File: src/rtl/riscv_muldiv.sv
// RV32M multiply/divide unit: MUL/MULH/MULHSU/MULHU/DIV/DIVU/REM/REMU on a shared 64-bit accumulator.
// Latency: done seen at the 34th edge after the accepting edge; divide-by-zero and signed overflow at the 1st.
// Backpressure: start is taken only in IDLE; busy holds the controller off while CALC or DONE.
module riscv_muldiv (
  input  logic        clk,
  input  logic        rst,
  input  logic        start,
  input  logic [2:0]  funct3,
  input  logic [31:0] op_a,
  input  logic [31:0] op_b,
  input  logic [4:0]  rd_in,
  output logic        busy,
  output logic        done,
  output logic [31:0] result,
  output logic [4:0]  rd_out
);

  typedef enum logic [1:0] {S_IDLE, S_CALC, S_DONE} state_t;

  state_t      r_state;
  state_t      w_state_nxt;
  logic [2:0]  r_funct3;
  logic [31:0] r_op_a;
  logic [31:0] r_op_b;
  logic [5:0]  r_cnt;
  logic        r_init;      // first CALC cycle loads magnitudes instead of iterating
  logic [63:0] r_acc;       // mul: {partial hi, multiplier}; div: {remainder, quotient}
  logic [31:0] r_b_mag;     // multiplicand / divisor magnitude
  logic        r_neg_q;     // negate product or quotient
  logic        r_neg_r;     // negate remainder
  logic [31:0] r_result;
  logic [4:0]  r_rd_out;

  // Request decode on the live inputs (fast paths are chosen at accept time)
  logic        w_in_div0;
  logic        w_in_ovf;
  logic [31:0] w_fast_result;
  assign w_in_div0     = funct3[2] && (op_b == 32'd0);
  assign w_in_ovf      = funct3[2] && !funct3[0] && (op_a == 32'h8000_0000) && (op_b == 32'hFFFF_FFFF);
  assign w_fast_result = w_in_div0 ? (funct3[1] ? op_a : 32'hFFFF_FFFF)
                                   : (funct3[1] ? 32'd0 : 32'h8000_0000);

  // Operand signedness and magnitudes from the captured request
  logic        w_a_signed;
  logic        w_b_signed;
  logic        w_a_neg;
  logic        w_b_neg;
  logic [31:0] w_a_mag;
  logic [31:0] w_b_mag;
  assign w_a_signed = (r_funct3 == 3'b001) || (r_funct3 == 3'b010) ||
                      (r_funct3 == 3'b100) || (r_funct3 == 3'b110);
  assign w_b_signed = (r_funct3 == 3'b001) || (r_funct3 == 3'b100) || (r_funct3 == 3'b110);
  assign w_a_neg    = w_a_signed && r_op_a[31];
  assign w_b_neg    = w_b_signed && r_op_b[31];
  assign w_a_mag    = w_a_neg ? (~r_op_a + 32'd1) : r_op_a;
  assign w_b_mag    = w_b_neg ? (~r_op_b + 32'd1) : r_op_b;

  // One radix-2 step: shift-add for multiply, restoring shift-subtract for divide
  logic [32:0] w_mul_sum;
  logic [63:0] w_mul_nxt;
  logic [32:0] w_div_shift;
  logic        w_div_ge;
  logic [31:0] w_div_sub;
  logic [63:0] w_div_nxt;
  logic [63:0] w_acc_nxt;
  assign w_mul_sum   = {1'b0, r_acc[63:32]} + (r_acc[0] ? {1'b0, r_b_mag} : 33'd0);
  assign w_mul_nxt   = {w_mul_sum, r_acc[31:1]};
  assign w_div_shift = {r_acc[63:32], r_acc[31]};
  assign w_div_ge    = (w_div_shift >= {1'b0, r_b_mag});
  // When the subtract succeeds the difference is below the divisor, so 32 bits hold it
  assign w_div_sub   = w_div_shift[31:0] - r_b_mag;
  assign w_div_nxt   = w_div_ge ? {w_div_sub, r_acc[30:0], 1'b1}
                                : {w_div_shift[31:0], r_acc[30:0], 1'b0};
  assign w_acc_nxt   = r_funct3[2] ? w_div_nxt : w_mul_nxt;

  // Sign fix-up and selection applied to the output of the last step
  logic [63:0] w_prod;
  logic [31:0] w_quot;
  logic [31:0] w_rem;
  logic [31:0] w_final;
  assign w_prod  = r_neg_q ? (~w_mul_nxt + 64'd1) : w_mul_nxt;
  assign w_quot  = r_neg_q ? (~w_div_nxt[31:0] + 32'd1) : w_div_nxt[31:0];
  assign w_rem   = r_neg_r ? (~w_div_nxt[63:32] + 32'd1) : w_div_nxt[63:32];
  assign w_final = r_funct3[2] ? (r_funct3[1] ? w_rem : w_quot)
                               : ((r_funct3[1:0] == 2'b00) ? w_prod[31:0] : w_prod[63:32]);

  // State register
  always_ff @(posedge clk or posedge rst) begin
    if (rst) r_state <= S_IDLE;
    else     r_state <= w_state_nxt;
  end

  // Next-state and status outputs
  always_comb begin
    w_state_nxt = r_state;
    busy        = 1'b0;
    done        = 1'b0;
    case (r_state)
      S_IDLE: begin
        if (start) w_state_nxt = (w_in_div0 || w_in_ovf) ? S_DONE : S_CALC;
      end
      S_CALC: begin
        busy = 1'b1;
        if (!r_init && (r_cnt == 6'd31)) w_state_nxt = S_DONE;
      end
      S_DONE: begin
        busy        = 1'b1;
        done        = 1'b1;
        w_state_nxt = S_IDLE;
      end
      default: w_state_nxt = S_IDLE;
    endcase
  end

  // Request capture, iteration datapath and result register
  always_ff @(posedge clk or posedge rst) begin
    if (rst) begin
      r_funct3 <= 3'd0;
      r_op_a   <= 32'd0;
      r_op_b   <= 32'd0;
      r_cnt    <= 6'd0;
      r_init   <= 1'b0;
      r_acc    <= 64'd0;
      r_b_mag  <= 32'd0;
      r_neg_q  <= 1'b0;
      r_neg_r  <= 1'b0;
      r_result <= 32'd0;
      r_rd_out <= 5'd0;
    end else begin
      case (r_state)
        S_IDLE: begin
          if (start) begin
            r_funct3 <= funct3;
            r_op_a   <= op_a;
            r_op_b   <= op_b;
            r_rd_out <= rd_in;
            r_cnt    <= 6'd0;
            r_init   <= 1'b1;
            r_acc    <= 64'd0;
            if (w_in_div0 || w_in_ovf) r_result <= w_fast_result;
          end
        end
        S_CALC: begin
          if (r_init) begin
            r_init  <= 1'b0;
            r_acc   <= {32'd0, w_a_mag};
            r_b_mag <= w_b_mag;
            r_neg_q <= w_a_neg ^ w_b_neg;
            r_neg_r <= w_a_neg;
          end else begin
            r_acc <= w_acc_nxt;
            r_cnt <= r_cnt + 6'd1;
            if (r_cnt == 6'd31) r_result <= w_final;
          end
        end
        default: ;
      endcase
    end
  end

  assign result = r_result;
  assign rd_out = r_rd_out;

endmodule

File: config.mk
export PLATFORM = sky130hd
export DESIGN_NAME = riscv_muldiv
export DESIGN_NICKNAME = d
export VERILOG_FILES = /design/src/rtl/riscv_muldiv.sv
export SDC_FILE = /design/constraint.sdc
export NUM_CORES = 1
export LEC_CHECK = 0
export ABC_AREA = 0
export CORE_MARGIN = 4
export CORE_UTILIZATION = 40
export CTS_CLUSTER_DIAMETER = 60
export DETAILED_ROUTE_END_ITERATION = 6
export PLACE_DENSITY = 0.62
export SLEW_MARGIN = 20
export SYNTH_ARGS = -nofsm -noshare
export SYNTH_HDL_FRONTEND = slang
export SYNTH_SLANG_ARGS = --single-unit
File: constraint.sdc
create_clock -name clk -period 7.6 [get_ports clk]
set_input_delay 0.76 -clock clk [delete_from_list [all_inputs] [get_ports clk]]
set_output_delay 0.76 -clock clk [all_outputs]
set_load 0.02 [all_outputs]
==> impl_metrics.csv <==
group,metric,value,unit
outcome,status,"completed",
timing,setup_viol,0,
worst_setup_path,r2r_end,"result[28]",
synthesis,synthArstFlopShare,1.000,
synthesis,yosysMostFrequentCell,"nand2_1",
worst_setup_path,rr_worst_depth,18,
placed_design,place_inst,2958,
worst_setup_path,worstSetupEndpointType,"flip-flop",
worst_setup_path,cp.arrival,6.50,ns
synthesis,syn_inst,2372,
pwr,total_leakage_power,0.008670,µW
drt,drt_iter0_drc,2148,
worst_hold_path,hold_start,"result[6]",
global_route,grt_start_max_net_pins,85,
worst_setup_path,path_max_fanout,11,
global_route,grt.total_usage,0.2744,
placed_design,gp_congestion,1.085,
timing,fin_crit_sh,0.7925,
cts,h-tree-depth,1,
cts,numCtsBuffers,30,
global_route,grt_pass1_wl,109100,µm
drt,wire_per_inst,23.83,µm
die,die_y,224.7,µm
cells_and_area,diodes,0,
synthesis,synth_top_flop_cell,"dfrtp_1",
die,die_x,224.7,µm
global_route,antenna_found_initial,0,
synthesis,ys_ff_latch,211,
drt,vias,18960,
cells_and_area,areaGrowthSynthToFinish,13.79,%
synthesis,syn-num-nets,2522,
worst_setup_path,worstReg2RegStart,"r_acc[57]",
timing,max_freq,0.1660,GHz
flow_run,cap_viol_max_count,0,
worst_setup_path,crit_type,"flip-flop to flip-flop",
die,initial_utilization,0.4044,
cts,clock-root-buffer,"clkbuf_16",
worst_hold_path,hold_path_end,"result[6]",
cells_and_area,nets,2533,
worst_setup_path,r2r_slack,1.58,ns
synthesis,synth-edff-count,0,
cts,cts_sinks,211,
cts,tritoncts,"done",
die,num_rows,79,
synthesis,avgSynthCellArea,7.921,µm²
timing,hold_viol,0,
synthesis,synth_cell_types,84,
die,dieArea,50500,µm²
global_route,first_global_vias,17940,
synthesis,syn-cell-area,18790,µm²
drt,drt_first_pass_iters,5,
timing,worst_pin_slew,1.148,ns
cts,clk_latency,0.60,ns
timing,min_period,6.023,ns
placed_design,port_buffers,113,
cts,post_cts_buffers,0,
cts,ctsLongestPathBuffers,3,
worst_setup_path,crit_required,8.08,ns
worst_hold_path,holdPathStages,1,
timing,rsz0062_at_grt,"no",
drt,wirelength,71820,µm
synthesis,seq_area_frac_synth,0.2810,
die,io_pins,114,
drt,drc,0,
timing,slew_headroom,0.2317,
die,coreArea,46460,µm²
worst_hold_path,min-delay-path-class,"flip-flop to flip-flop",
timing,tns,0,ns
synthesis,synth.area.top_cells,"dfrtp_1 (28%), xnor2_1 (5.8%), o21ai_0 (5.5%)",
timing,fin_skew,0.03594,ns
pwr,ir_worst_vdd,0.4006,mV
placed_design,hpwl,54430,µm
cells_and_area,layout-drive-gt1-share,0.08392,
cells_and_area,final_cells,3014,
drt,final_antenna_net_count,0,
cts,postCtsHoldBufs,0,
cts,ctsResizeCount,0,
drt,vias_per_cell,6.290,
worst_setup_path,cp-start-kind,"flip-flop",
pwr,p_per_area,532.2,nW/µm²
timing,slew_viol_final,0,
synthesis,yosys_warnings,0,
synthesis,synth_commonest_cells,"nand2_1 (253), nor2_1 (229), dfrtp_1 (211), o21ai_0 (208), a21oi_1 (201)",
cts,path_clk_slew,0.06,ns
global_route,gr-total-overflow,0,
synthesis,yosys.area.top_type_share,0.2810,
synthesis,synth_top_area_cell,"dfrtp_1",
[cell usage in the layout, fill, tap and decap left out, types with 14 or more instances in the layout]
cell type	count
a21oi_1	201
clkdlybuf4s50_1	113
a22o_1	16
nor4_1	35
a211oi_1	27
o21ai_0	207
nor2_1	227
nand3_1	34
a31oi_1	27
nand2_1	252
buf_4	29
mux2i_1	65
mux2_2	77
o211ai_1	20
xor2_1	103
o21a_1	18
o31ai_1	45
inv_1	69
o221ai_1	42
clkbuf_16	30
xnor2_1	125
nand2b_1	23
nor3_1	42
nand4_1	32
a21o_1	14
or2_2	15
or3_1	29
dfrtp_1	209
ha_1	73
[per-layer routing]
metal	vias to the layer above	part of all wire	wire, µm	global-route usage
li1	8637	-	-	-
met1	9136	0.42	30250	0.3833
met2	1023	0.43	30960	0.4157
met3	163	0.095	6839	0.05260
met4	0	0.052	3770	0.1194
met5	-	0	0	0
[layout make-up]
cell class,instances,area [µm²]
clock buffers,37,807.0
clock inverters,19,222.7
fillers,4562,25080
inverters,73,284.0
multi-input cells,1924,12660
flip-flops and latches,211,5285
well taps,607,759.5
repair buffers,143,1360
[how the worst max path moves through the flow]
stage                   start         end  slack (ns)  cells past startpoint
floorplan                 rst    r_acc[0]        1.07                      1
global placement    r_acc[54]  result[28]        1.81                     19
detailed placement  r_acc[57]  result[28]        1.67                     18
CTS                 r_acc[53]  result[28]        1.68                     19
global route        r_acc[34]  result[28]        1.29                     19
finish              r_acc[57]  result[28]        1.58                     18
[sequential cells by signal, summed over array words and instances (netlist names), 2 cells and up]
name,cells
r_op_b,32
result,32
rd_out,5
r_funct3,3
r_cnt,6
r_acc,64
r_op_a,32
r_b_mag,32
r_state,2
[metrics by stage]
| stage | util | hold WS, ns | total power (µW) | worst slack [ns] | cell area (µm²) |
|---|---|---|---|---|---|
| 3_5_place_dp | 0.4379 | 0.4721 | 9676 | 1.668 | 20340 |
| 3_3_place_gp | 0.4378 | 0.4670 | 9598 | 1.812 | 20340 |
| 5_1_grt | 0.4602 | 0.5213 | 12050 | 1.287 | 21380 |
| 6_report | 0.4602 | 0.4816 | 11380 | 1.577 | 21380 |
| 2_1_floorplan | - | 0.4601 | 7323 | 1.074 | 18790 |
| 4_1_cts | 0.4600 | 0.4902 | 11180 | 1.678 | 21370 |
[critical path, cell delays in order (launching register included)]
cell and delay (ns):
dfrtp_1 0.45, ha_1 0.51, nand4_1 0.31, or4_1 0.56, or4_4 0.50, o221a_4 0.31, nand2_4 0.12, inv_4 0.04
mux2i_1 0.25, ha_1 0.29, nand3_1 0.15, or4_1 0.50, or4_1 0.51, o31a_1 0.13, or3_4 0.36, or3_4 0.42
o31ai_4 0.26, mux2i_1 0.21, a21oi_1 0.05
[power breakdown]
group / leakage, µW / total [µW] / switching, µW / internal (µW)
sequential: 0.00263 / 2290 / 689 / 1600
clock: 0.000496 / 1460 / 613 / 843
combinational: 0.00555 / 7630 / 4840 / 2790
[logic make-up (layout without fill, tap and decap cells)]
group	Yosys count	after routing	share of synthesized area
XOR/XNOR	228	228	0.1063
flip-flops	211	211	0.2810
buffers and inverters	237	272	0.04815
multiplexers	143	143	0.08198
adder cells (fa/ha/maj)	75	75	0.05075
AND/OR/NAND/NOR	770	770	0.1940
AO/OA/AOI/OAI	708	708	0.2378
Power figures use the tool's default switching activity.
